[src/rtl/priority_arbiter.sv]
// -----------------------------------------------------------------------------
// priority_arbiter
//
// Purpose:
//   Single-grant arbiter for N requesters. From IDLE it picks one requester,
//   then holds that grant in GRANT until the grantee releases it. It can pick
//   in two ways. Fixed mode picks the highest set index. Round-robin mode
//   searches downward from a rotating pointer. After every grant the pointer
//   moves to one below the winner, whatever the mode.
//
//   All outputs come straight from flops. There is no combinational path from
//   req, rr_mode or done to any output.
//
// Parameters:
//   N  number of requesters (2..64, need not be a power of two)
//   W  width of the grant index, $clog2(N)
//
// Ports:
//   clk           in   1  clock, rising edge
//   reset_n       in   1  asynchronous active-low reset
//   req           in   N  request vector, bit i = requester i
//   rr_mode       in   1  0 = fixed priority, 1 = round-robin (sampled in IDLE)
//   done          in   1  one-cycle release pulse from the current grantee
//   grant_valid   out  1  a grant is active
//   grant_idx     out  W  index of the granted requester (always < N)
//   grant_onehot  out  N  one-hot grant, all zero when grant_valid = 0
// -----------------------------------------------------------------------------
module priority_arbiter #(
  parameter int N = 8,
  parameter int W = $clog2(N)
) (
  input  logic         clk,
  input  logic         reset_n,
  input  logic [N-1:0] req,
  input  logic         rr_mode,
  input  logic         done,
  output logic         grant_valid,
  output logic [W-1:0] grant_idx,
  output logic [N-1:0] grant_onehot
);

  typedef enum logic {
    ST_IDLE  = 1'b0,
    ST_GRANT = 1'b1
  } state_t;

  localparam logic [W-1:0] LP_PTR_TOP = W'(N - 1);

  // ---------------------------------------------------------------------------
  // Helpers
  // ---------------------------------------------------------------------------

  // Returns the index of the highest set bit of v, or 0 if v is empty.
  // The loop bound is N, so the result can never reach N, even when N is
  // not a power of two.
  function automatic logic [W-1:0] f_highest(input logic [N-1:0] v);
    logic [W-1:0] idx;
    idx = '0;
    for (int i = 0; i < N; i++) begin
      if (v[i]) idx = W'(i);
    end
    return idx;
  endfunction

  // Decodes an index into a one-hot vector.
  function automatic logic [N-1:0] f_onehot(input logic [W-1:0] idx);
    logic [N-1:0] oh;
    oh = '0;
    for (int i = 0; i < N; i++) begin
      oh[i] = (W'(i) == idx);
    end
    return oh;
  endfunction

  // ---------------------------------------------------------------------------
  // State
  // ---------------------------------------------------------------------------
  state_t       r_state,        w_state_next;
  logic [W-1:0] r_ptr,          w_ptr_next;
  logic [W-1:0] r_grant_idx,    w_grant_idx_next;
  logic [N-1:0] r_grant_onehot, w_grant_onehot_next;

  // ---------------------------------------------------------------------------
  // Arbitration (only used in IDLE)
  // ---------------------------------------------------------------------------
  logic [N-1:0] w_ptr_mask;      // bits [r_ptr:0] set
  logic [N-1:0] w_req_below;     // requests at or below the pointer
  logic [W-1:0] w_fixed_idx;
  logic [W-1:0] w_rr_idx;
  logic [W-1:0] w_win_idx;
  logic [W-1:0] w_win_ptr;
  logic         w_release;

  always_comb begin
    w_ptr_mask = '0;
    for (int i = 0; i < N; i++) begin
      w_ptr_mask[i] = (W'(i) <= r_ptr);
    end
  end

  assign w_req_below = req & w_ptr_mask;
  assign w_fixed_idx = f_highest(req);

  // The round-robin search goes downward from ptr and wraps from 0 to N-1.
  // The first hit at or below ptr is the highest set bit of the masked
  // vector. If nothing is set there, the search wraps, and the first hit is
  // simply the highest set bit of all of req.
  assign w_rr_idx  = (|w_req_below) ? f_highest(w_req_below) : w_fixed_idx;
  assign w_win_idx = rr_mode ? w_rr_idx : w_fixed_idx;
  assign w_win_ptr = (w_win_idx == '0) ? LP_PTR_TOP : (w_win_idx - 1'b1);

  // The grant ends when the grantee signals done, or when it withdraws its
  // request.
  assign w_release = done | ~req[r_grant_idx];

  // ---------------------------------------------------------------------------
  // Next-state logic
  // ---------------------------------------------------------------------------
  always_comb begin
    // NOTE: every signal written here is given a default first, so no path
    // leaves one unassigned and no latch is inferred.
    w_state_next        = r_state;
    w_ptr_next          = r_ptr;
    w_grant_idx_next    = r_grant_idx;
    w_grant_onehot_next = r_grant_onehot;

    unique case (r_state)
      ST_IDLE: begin
        // A done pulse in IDLE has no meaning and is ignored.
        if (|req) begin
          w_state_next        = ST_GRANT;
          w_grant_idx_next    = w_win_idx;
          w_grant_onehot_next = f_onehot(w_win_idx);
          w_ptr_next          = w_win_ptr;
        end
      end
      ST_GRANT: begin
        // After a release the FSM always passes through IDLE. A request that
        // arrives on the release cycle is therefore arbitrated one cycle
        // later.
        if (w_release) begin
          w_state_next        = ST_IDLE;
          w_grant_idx_next    = '0;
          w_grant_onehot_next = '0;
        end
      end
      default: begin
        w_state_next        = ST_IDLE;
        w_grant_idx_next    = '0;
        w_grant_onehot_next = '0;
      end
    endcase
  end

  // ---------------------------------------------------------------------------
  // Registers
  // ---------------------------------------------------------------------------
  // NOTE: the block holds only a few control and output flops, and all of
  // them are reset asynchronously. A grant in flight is therefore dropped the
  // moment reset_n falls, with no release handshake.
  always_ff @(posedge clk or negedge reset_n) begin
    if (!reset_n) begin
      r_state        <= ST_IDLE;
      r_ptr          <= LP_PTR_TOP;
      r_grant_idx    <= '0;
      r_grant_onehot <= '0;
    end else begin
      // NOTE: sequential state uses non-blocking assignments. All flops then
      // update together at the edge, with no ordering races.
      r_state        <= w_state_next;
      r_ptr          <= w_ptr_next;
      r_grant_idx    <= w_grant_idx_next;
      r_grant_onehot <= w_grant_onehot_next;
    end
  end

  // ---------------------------------------------------------------------------
  // Outputs (register-driven only)
  // ---------------------------------------------------------------------------
  assign grant_valid  = (r_state == ST_GRANT);
  assign grant_idx    = r_grant_idx;
  assign grant_onehot = r_grant_onehot;

endmodule

[config.mk]
export PLATFORM = sky130hd
export DESIGN_NAME = priority_arbiter
export DESIGN_NICKNAME = d
export VERILOG_FILES = /design/src/rtl/priority_arbiter.sv
export SDC_FILE = /design/constraint.sdc
export NUM_CORES = 1
export LEC_CHECK = 0
export ABC_AREA = 1
export BUFFER_PORTS_ARGS = -buffer_cell sky130_fd_sc_hd__buf_4
export CAP_MARGIN = 20
export CORE_MARGIN = 2
export CORE_UTILIZATION = 49
export CTS_CLUSTER_SIZE = 16
export DETAILED_ROUTE_END_ITERATION = 10
export GPL_TIMING_DRIVEN = 0
export PLACE_DENSITY = 0.74
export RECOVER_POWER = 25
export SLEW_MARGIN = 20
export SYNTH_ARGS = -nofsm -noshare
export SYNTH_HDL_FRONTEND = slang
export SYNTH_SLANG_ARGS = --single-unit
[constraint.sdc]
create_clock -name clk -period 5 [get_ports clk]
set_clock_uncertainty 0.2 [all_clocks]
set_input_delay 0.25 -clock clk [delete_from_list [all_inputs] [get_ports clk]]
set_output_delay 0.25 -clock clk [all_outputs]
set_load 0.01 [all_outputs]
==> metrics <==
status complete, no violations; Longest Clk Path Bufs 2; CP Max Fanout 5; Avg WL per Cell 11.5 um; FILL cells 182; final hold viol count 0; Mapped Cells 139; clk_lat worst skew 0.28 ns; final-report setup violation count 0; CP Data Arrival Time between 2 and 2.5 ns; drt drc 0; Final Net Count 185; Max VDD drop 396 uV; final std cells w/o fill 194; library cells used by synthesis 25; Die Wd about 50 um; Buffers on Ports 23; max-slew violation count 0; Final ANT Viol Nets 0; Root Driver clkbuf_4; Die ar. 2510 um^2; yosys warns 0; clk sink count 15; setup total negative slack 0 ns; global route overflow 0; Synth async-reset ratio 100%; commonest non-fill, non-tap cell in the layout nand2_1; GRT Total Usage 21.1%; Tightest Pin Transition 0.790 ns; Worst-path clk slew 0.08 ns; crit-path max cell delay 0.40 ns; DRT iter0 DRCs 16; WHS 0.0727 ns; sequential share of the synthesized area 36.5%; cts repair resizes 0; worst hold path type input pin to flop; antenna violations before repair 0; syn_area_per_cell ~7.5 um^2; Peak Freq 459 MHz; Syn Std Cell Area 1040 um^2; Synth Register Bits 15; layout cell share with drive strength beyond 1 between 20% and 30%; I/O pins 24; Post-synth EDFFs 0; RePlAce Congestion 0.796; worst endpoint required time approximately 5.0 ns; Post-Syn Nets approximately 160; CTS H-tree depth 1; cts hold-fix bufs 1; Setup CP Type flop to flop; FP Rows 16; diode count 0; WL final 2230 um; slew margin rel. a little under half; crit path launch type flop; initial cell density of the core 52.5%; DP Worst Slack between 2 and 3 ns; Final min period 2.18 ns; core area just under 2000 um^2; pin count of the biggest net entering global routing 16; most frequent cells in the layout nand2_1 (50), buf_4 (22), inv_1 (12), nand3_1 (12), dfrtp_1 (12); postcts setup bufs 0; Largest delay share family, worst path simple AND/OR/NAND/NOR gates; RSZ-0062 raised after global routing no; first-pass GRT wire length between 4000 and 5000 um; cell mode on critical path nand2_1; Max Cap Viol 0; vias in the first global route 931; CTS tree yes; worst-path cell chain nor2_1 -> nand2_1 -> nand2_1 -> nand2_1 -> o21ai_4 -> nand2_1 -> nand3_1 -> nand2_2 -> ha_1 -> nand3_1 -> nand3_1 -> nand2_1 -> nand2_1; hpwl dp 1850 um; CP Capture Type flop; slowest CP cell dfstp_2; fin worst setup slack 2.82 ns; pwr/cell area 523 nW/um^2; Pleak 0.000673 uW; chip height 50.1 um; 1st-pass router iterations 4; CP bufs+invs 0; TritonCTS Buffers 3; placed cells 189; vias per std cell 5.07; via count between 900 and 1000; final period utilization 43.6%; Synth Flop Type dfrtp_1; Area Growth Syn to Fin 23.0%
[layout make-up]
cell class	instances	area [um^2]	area share [%]
buffer	1	11.3	0.881
multi-input combinational	110	601	47.0
sequential	15	379	29.6
clock buffer	4	26.3	2.05
inverter	13	48.8	3.82
tap	27	33.8	2.64
timing repair buffer	24	179	14.0
[worst register-to-register path: cells and delay by family (launching register included)]
kind / cells / cell delay, ns
compound gates: 1 / 0.19
simple gates: 11 / 1.06
flops: 1 / 0.40
fa+ha+maj: 1 / 0.25
[per-stage QoR]
step                util [%]  power (uW)  area [um^2]
floorplan                  -         478         1040
detailed placement      62.9         607         1250
finish                  64.5         668         1280
global route            64.5         744         1280
CTS                     64.7         677         1280
global placement        62.9         593         1250
[synthesized netlist by cell type, types with 2 or more instances]
library cell,count,area [um^2]
a21oi_1,3,15.0
dfrtp_1,12,300
dfstp_2,3,78.8
ha_1,5,62.6
inv_1,12,45.0
nand2_1,50,188
nand2_2,6,37.5
nand3_1,12,60.1
nand3_2,3,30.0
nor2_1,7,26.3
o21ai_0,6,30.0
o21ai_1,2,10.0
o21ai_2,6,52.6
[registers in the layout, summed over array words and instances (netlist names)]
name          cells
grant_idx         3
grant_onehot      8
grant_valid       1
r_ptr             3
[per-layer routing]
metal  wire (um)  part of all wire [%]  GRT usage, %  up-vias
met1        1070                    48          30.2      453
met3          95                   4.3          4.55        0
li1            -                     -             -      511
met5           0                     0             0        -
met4           0                     0          1.39        0
met2        1060                    48          34.0       19
[worst paths after layout]
kind | from | endpoint | slack [ns] | cells after the start
max | r_ptr[1]$_DFFE_PN1P_ | r_ptr[0]$_DFFE_PN1P_ | 2.82 | 13
max reg2reg | r_ptr[1]$_DFFE_PN1P_ | r_ptr[0]$_DFFE_PN1P_ | 2.82 | 13
min reg2reg | grant_onehot[5]$_DFFE_PN0P_ | grant_onehot[5]$_DFFE_PN0P_ | 0.28 | 2
max in group asynchronous | reset_n | grant_onehot[6]$_DFFE_PN0P_ | 3.75 | 2
min | done | grant_valid$_DFF_PN0_ | 0.07 | 4
min in group asynchronous | reset_n | grant_idx[1]$_DFFE_PN0P_ | 0.36 | 2
[cell families (layout without fill, tap and decap cells)]
group           Yosys count  in the layout  synth area share (%)
buf+inv                  14             42                  5.78
flops                    15             15                  36.5
fa+ha+maj                 5              5                  6.02
compound gates           23             23                  15.9
simple gates             82             82                  35.9
[where the power goes]
part / total [uW] / leakage (uW) / switching [uW] / internal, uW
combinational: 374 / 0.000467 / 221 / 153
clock: 66.5 / 0.0000150 / 35.6 / 30.9
sequential: 228 / 0.000190 / 50.2 / 178
(Power assumes the default switching activity.)
